**src/rtl/data_memory.sv**
```systemverilog
// data_memory: unified program/data memory behind the CPU's MAR/MDR interface.
// Words 0..7 hold the operand register file, the program starts at 8 and the
// stack grows down from the top. After reset a sequencer zeroes every word,
// one per cycle, before ready lets the CPU start.
// Optional feature macro: DATA_MEMORY_LOAD_PORT_EN adds a preload write port
// (ld_we/ld_addr/ld_data) that takes priority over the CPU write path.
module data_memory #(
    parameter int DATA_WIDTH = 16,
    parameter int ADDR_WIDTH = 6
) (
    input  logic                  clk,
    input  logic                  rst,
    input  logic                  we,
    input  logic [ADDR_WIDTH-1:0] addr,
    input  logic [DATA_WIDTH-1:0] data,
`ifdef DATA_MEMORY_LOAD_PORT_EN
    input  logic                  ld_we,
    input  logic [ADDR_WIDTH-1:0] ld_addr,
    input  logic [DATA_WIDTH-1:0] ld_data,
`endif
    output logic [DATA_WIDTH-1:0] mem,
    output logic                  ready,
    output logic                  err
);

    localparam int DEPTH = 2 ** ADDR_WIDTH;

    // Clear pointer carries one spare bit so the last clear address never
    // aliases with the starting value.
    localparam logic [ADDR_WIDTH:0] PTR_ONE  = (ADDR_WIDTH+1)'(1);
    localparam logic [ADDR_WIDTH:0] PTR_LAST = (ADDR_WIDTH+1)'(DEPTH - 1);

    typedef enum logic {
        S_CLEAR = 1'b0,
        S_RUN   = 1'b1
    } state_t;

    state_t                  state_q;
    logic [ADDR_WIDTH:0]     clr_ptr_q;
    logic [DATA_WIDTH-1:0]   mem_q;
    logic                    ready_q;
    logic                    err_q;
    logic [DATA_WIDTH-1:0]   array_q [DEPTH];

    logic                    wr_en_d;
    logic [ADDR_WIDTH-1:0]   wr_addr_d;
    logic [DATA_WIDTH-1:0]   wr_data_d;
    logic [DATA_WIDTH-1:0]   mem_d;
    logic                    err_d;

    // Select the single array write for this cycle and the write-first read value.
    always_comb begin
        wr_en_d   = 1'b0;
        wr_addr_d = addr;
        wr_data_d = data;
        mem_d     = array_q[addr];
        err_d     = err_q;
        if (state_q == S_CLEAR) begin
            // Sequencer owns the array; any external write attempt is flagged and dropped.
            wr_en_d   = 1'b1;
            wr_addr_d = clr_ptr_q[ADDR_WIDTH-1:0];
            wr_data_d = '0;
            mem_d     = '0;
            if (we) err_d = 1'b1;
`ifdef DATA_MEMORY_LOAD_PORT_EN
            if (ld_we) err_d = 1'b1;
`endif
        end else begin
`ifdef DATA_MEMORY_LOAD_PORT_EN
            if (ld_we) begin
                // Loader wins a collision; the CPU write is dropped and flagged.
                wr_en_d   = 1'b1;
                wr_addr_d = ld_addr;
                wr_data_d = ld_data;
                if (we) err_d = 1'b1;
                if (ld_addr == addr) mem_d = ld_data;
            end else if (we) begin
                wr_en_d   = 1'b1;
                wr_addr_d = addr;
                wr_data_d = data;
                mem_d     = data;
            end
`else
            if (we) begin
                wr_en_d   = 1'b1;
                wr_addr_d = addr;
                wr_data_d = data;
                mem_d     = data;
            end
`endif
        end
    end

    // CLEAR -> RUN sequencer, array write and registered outputs.
    always_ff @(posedge clk) begin
        if (rst) begin
            state_q   <= S_CLEAR;
            clr_ptr_q <= '0;
            mem_q     <= '0;
            ready_q   <= 1'b0;
            err_q     <= 1'b0;
        end else begin
            if (wr_en_d) array_q[wr_addr_d] <= wr_data_d;
            mem_q <= mem_d;
            err_q <= err_d;
            if (state_q == S_CLEAR) begin
                clr_ptr_q <= clr_ptr_q + PTR_ONE;
                if (clr_ptr_q == PTR_LAST) begin
                    state_q <= S_RUN;
                    ready_q <= 1'b1;
                end
            end
        end
    end

    assign mem   = mem_q;
    assign ready = ready_q;
    assign err   = err_q;

endmodule

```
**config.mk**
```make
export PLATFORM = sky130hd
export DESIGN_NAME = data_memory
export DESIGN_NICKNAME = d
export VERILOG_FILES = /design/src/rtl/data_memory.sv
export SDC_FILE = /design/constraint.sdc
export NUM_CORES = 1
export LEC_CHECK = 0
export CAP_MARGIN = 25
export CORE_ASPECT_RATIO = 0.8
export CORE_MARGIN = 2
export CORE_UTILIZATION = 40
export CTS_BUF_LIST = sky130_fd_sc_hd__clkbuf_2 sky130_fd_sc_hd__clkbuf_4 sky130_fd_sc_hd__clkbuf_8
export CTS_CLUSTER_DIAMETER = 30
export DETAILED_ROUTE_END_ITERATION = 10
export MAX_ROUTING_LAYER = met4
export PLACE_DENSITY = 0.6
export SYNTH_ARGS = -nofsm -noshare
export SYNTH_HDL_FRONTEND = slang
export SYNTH_SLANG_ARGS = --single-unit
```
**constraint.sdc**
```tcl
create_clock -name clk -period 2.7 [get_ports clk]
set_input_delay 0.27 -clock clk [delete_from_list [all_inputs] [get_ports clk]]
set_output_delay 0.27 -clock clk [all_outputs]
set_load 0.01 [all_outputs]
```
Word level (Yosys, flattened, before mapping)

Memory sizes are Yosys's and may differ from the RTL's. A register that Yosys moved wholly into a read port is not among the register bits.
Cells that the tools add are included.

Bits in registers: 10
Bits in writable memories: 1,024
Input port bits: 25
Output and inout port bits: 18
Word-level logic and storage cells: 20
Memories kept: 1

Memory list:

| name    | words | bits a word | rd ports | clocked after Yosys merged registers in | wr ports | line | text |
|---|---|---|---|---|---|---|---|
| array_q | 64    | 16          | 1        | 1                                       | 1        | 43   | `logic [DATA_WIDTH-1:0] array_q [DEPTH];` |

$add $sub $neg: 1
Equal/unequal tests: 1
Muxes and demuxes: 9
Bitwise operators: 1
Reductions and logical operators: 3

Operators with widths:

| kind                                                                  | number |
|---|---|
| 16-bit two-way mux                                                    | 1 |
| 7-bit by 1-bit adder with 7-bit output, second input constant         | 1 |
| 7-bit by 6-bit equality test with 1-bit output, second input constant | 1 |
| 1-bit two-way mux                                                     | 7 |
| 6-bit two-way mux                                                     | 1 |
| 2-bit AND reduction                                                   | 2 |
| 2-bit OR reduction                                                    | 1 |
| 1-bit inverter                                                        | 1 |

Longest topological paths before layout

Depth in word-level cells: 5
Mapped depth: 10
Gate-level depth less buffers: 5

Least setup slack after synthesis

Ideal clock, no wire load.

Path kind: input to register
From: input addr[0]
To: memory array_q[15][0] (enable)
Library setup time: 0.388 ns
Arrival time: 2.265 ns
Data required time: 2.312 ns
Slack: 0.047 ns
Cell stages on the path: 9
Buffers on the path: 4
Cells stage by stage: buf_6 buf_6 buf_4 and2_1 clkbuf_1 nand2_1 o21ai_0 nand2_1 nor2_1

Longest elaborated chain between the ends: 1

RTL lines:

| item               | line | text |
|---|---|---|
| start: declaration | 14   | `input logic [ADDR_WIDTH-1:0] addr,` |
| 6-bit two-way mux  | 58   | `if (state_q == S_CLEAR) begin` |
| end: declaration   | 43   |  |

No other way between the ends.

Worst setup path in the final report

From: register state_q
To: register mem_q[11] (netlist: mem[11]), read port of array_q

Longest elaborated chain between the ends: 2

RTL lines:

| item                                | line | text |
|---|---|---|
| start: declaration                  | 38   | `state_t state_q;` |
| start signal: assignment            | 97   | `state_q <= S_CLEAR;` |
| start signal: assignment            | 109  | `state_q <= S_RUN;` |
| 1-bit inverter (no source line)     | -    |  |
| 2-bit OR reduction (no source line) | -    |  |
| end: declaration                    | 40   | `logic [DATA_WIDTH-1:0] mem_q;` |

No other way between the ends.
A chain may end at the register's enable or synchronous reset.

==> qor.yml <==
cts:
  tritoncts.num_buffers: 178
  h-tree-depth: 4
  tritoncts: "built"
  cts_resized: 0
  cts.repair_timing.setup_buffer_count: 0
  tritoncts_num_sinks: 1050
  clock-root-buffer: "sky130_fd_sc_hd__clkbuf_8"
  clk_transition_reported_paths_ns: 0.06
  postCtsHoldBufs: 0
  cts_max_path_buffers: 3
  clk_latency_ns: 0.87
detailed_routing:
  dr.first_iter.drc_count: 2874
  antenna_violating_nets_remaining: 0
  drt_pre_antenna_iters: 5
  num_vias: 21400
  drc: 0
  number_of_vias_per_cell_after_detailed_routing: 5.67
  wirelength_mm: 106
  route.detailed.wl_per_inst_um: 28.2
floorplanning:
  die_ar_um2: 104000
  dieWidth_um: 359
  rows: 104
  dieHeight_um: 288
  design.portCount: 43
  core_area_um2: 100000
  floorplan.initialDensity_pct: 40.3
global_routing:
  groute.layer.met3.usage_pct: 5.33
  antenna_found_initial: 5
  largest_net_degree_at_the_start_of_global_routing: 65
  first_global_vias: 21200
  overall_overflow_remaining_after_global_route: 0
  global_route_wire_length_before_repair_mm: 152
  gr-usage-all-layers_pct: 21.2
  gr-usage-met1_pct: 31.9
  global_routing_s_busiest_layer: "met1"
  global_route.usage.met2_pct: 28.2
placement:
  buffers_on_ports: 42
  place.detailed.instances: 3441
  hpwlAfterDp_mm: 66.9
  place_area_um2: 44700
  gp_congestion: 0.934
setup_path:
  critical_path.reg2reg.endpoint: "mem[11]"
  setup.worst_path.start_class: "register"
  data_required_time_of_the_worst_path_ns: 3.51
  cpPeakStageDelay_ns: 0.88
  worst_r2r_startpoint: "state_q"
  r2r_slack_ns: 0.03
  worstPathCellList: "buf_4, inv_2, or4b_1, nor4_1, a211o_1"
  critical_path_type: "reg -> reg"
  end_kind: "register"
  cp_max_fo: 16
  reg2reg_depth: 5
  cp.arrival_ns: 3.47
  timing.critical_path.slowest_stage_cell: "sky130_fd_sc_hd__or4b_1"
finish:
  post_route_cells_drive_above_1_share_pct: 30.5
  post-route-cell-area_um2: 48600
  nets: 2322
  mostFrequentLayoutCells: "sky130_fd_sc_hd__edfxtp_1, sky130_fd_sc_hd__mux4_2, sky130_fd_sc_hd__clkbuf_8"
  instances_no_fill: 3772
  layout.cells.most_common: "sky130_fd_sc_hd__edfxtp_1"
  fillCellCount: 8254
  flow.area_growth_from_synthesis_pct: 20.1
  postLayoutCoreUtil_pct: 48.4
sta:
  unrepaired_setup_endpoints_after_global_routing: "no"
  clock_skew_ns: 0.0482
  tightest_slew_ns: 0.963
  finalMaxSlewViolations: 0
  fin_crit_ns: 2.67
  worst_slew_margin_pct: 35.7
  max_frequency_mhz: 375
  fin_crit_sh_pct: 98.8
  timing.final.setup_violations: 0
  timing.final.hold_violations: 0
  tns_ns: 0
min_path:
  hold_class: "in -> reg"
  min-delay-start: "data[15]"
  worst_hold_path.num_cells: 2
  terminating_pin_of_the_worst_hold_path: "mem[15]"
yosys:
  synth-edff-count: 1024
  synth-seq-area-share_pct: 77.3
  synthCells: 1964
  synth_ff_type: "sky130_fd_sc_hd__edfxtp_1"
  yosysWarnings: 0
  yosys_register_bits: 1050
  asyncSetResetFlopFracSynth_pct: 0
  mappedNetlistNets: 1990
  synthesis.area_um2: 40400
  syn_area_per_cell_um2: 20.6
  synth.lib_cells_used.distinct: 51
power_and_ir_drop:
  fin_total_pwr_mw: 34.3
  p_per_area_nw_per_um2: 706
  vdd_drop_max_mv: 0.451
  leakage_nw: 16.8
run:
  drv_cap: 0
run_status:
  status: "finished clean"
==> how the worst max path moves through the flow <==
| stage | start | to | slack (ns) | depth (start not counted) |
|---|---|---|---|---|
| after floorplan | addr[0] | array_q[15][0] | 0.05 | 9 |
| after global placement | addr[3] | mem[3] | -0.21 | 7 |
| after detailed placement | addr[3] | mem[11] | -0.23 | 7 |
| after CTS | state_q | mem[11] | 0.09 | 5 |
| after global routing | state_q | mem[11] | 0.01 | 5 |
| final | state_q | mem[11] | 0.03 | 5 |
==> cell families after synthesis <==
family          after synthesis  share of synthesized area (%)
xor+xnor                      3                         0.0650
fa+ha+maj                     1                         0.0309
buf+inv                     111                           1.42
flops                      1050                           77.3
mux                         340                           14.5
simple gates                253                           3.07
compound gates              206                           3.56
==> per-stage QoR <==
step           setup slack, ns  hold WS [ns]
4_1_cts                 0.0877         0.158
2_1_floorplan           0.0467         0.383
3_5_place_dp            -0.230         0.493
6_report                0.0337         0.261
3_3_place_gp            -0.213         0.456
5_1_grt                 0.0122         0.213
==> cells in the mapped netlist (6+ instances only) <==
cell type	n	area share, %
sky130_fd_sc_hd__a211o_1	12	0.26
sky130_fd_sc_hd__a211oi_1	21	0.39
sky130_fd_sc_hd__a21oi_1	20	0.25
sky130_fd_sc_hd__a22o_1	14	0.30
sky130_fd_sc_hd__a22oi_1	25	0.46
sky130_fd_sc_hd__and2_1	19	0.29
sky130_fd_sc_hd__buf_1	7	0.065
sky130_fd_sc_hd__buf_2	50	0.62
sky130_fd_sc_hd__buf_4	6	0.11
sky130_fd_sc_hd__clkbuf_1	37	0.34
sky130_fd_sc_hd__dfxtp_1	26	1.3
sky130_fd_sc_hd__edfxtp_1	1024	76
sky130_fd_sc_hd__mux2_2	13	0.36
sky130_fd_sc_hd__mux2i_1	131	3.2
sky130_fd_sc_hd__mux4_2	196	11
sky130_fd_sc_hd__nand2_1	42	0.39
sky130_fd_sc_hd__nand3_1	7	0.087
sky130_fd_sc_hd__nor2_1	97	0.90
sky130_fd_sc_hd__nor2b_1	25	0.39
sky130_fd_sc_hd__nor4_1	40	0.62
sky130_fd_sc_hd__o21ai_0	15	0.19
sky130_fd_sc_hd__o21bai_1	12	0.22
sky130_fd_sc_hd__o22ai_1	62	0.96
==> power breakdown <==
group          total [mW]  internal (mW)  switching, mW
Sequential           17.7           17.7         0.0197
Clock                15.2           8.66           6.54
Combinational        1.38          0.608          0.772
==> worst max-delay path, delay by kind of cell, from the launching register on <==
| family | cells | cell delay [ns] |
|---|---|---|
| flops | 1 | 0.53 |
| simple gates | 2 | 1.55 |
| buf+inv | 2 | 0.37 |
| compound gates | 1 | 0.17 |
==> per-layer routing <==
layer,vias to the layer above,wire length [um],part of all wire [%]
met5,-,0,0
met3,141,11200,11
li1,8895,-,-
met4,0,2040,1.9
met1,11300,48200,45
met2,1085,44700,42
==> flip-flops by register name (all words and copies together) (netlist names) <==
register	cells
ready	1
clr_ptr_q	7
err	1
state_q	1
mem	16
array_q	1024
==> layout make-up <==
type                    instances  area [um^2]  area share (%)
multi-input cells             803         8620            17.8
inverters                       4         15.0          0.0309
clock buffers                 228         2860            5.89
flip-flops and latches       1050        31300            64.4
diodes                          3         7.51          0.0155
well taps                    1325         1660            3.41
clock inverters               100         1000            2.06
repair buffers                259         3140            6.46
No activity file was read; power rests on OpenSTA's default activity.
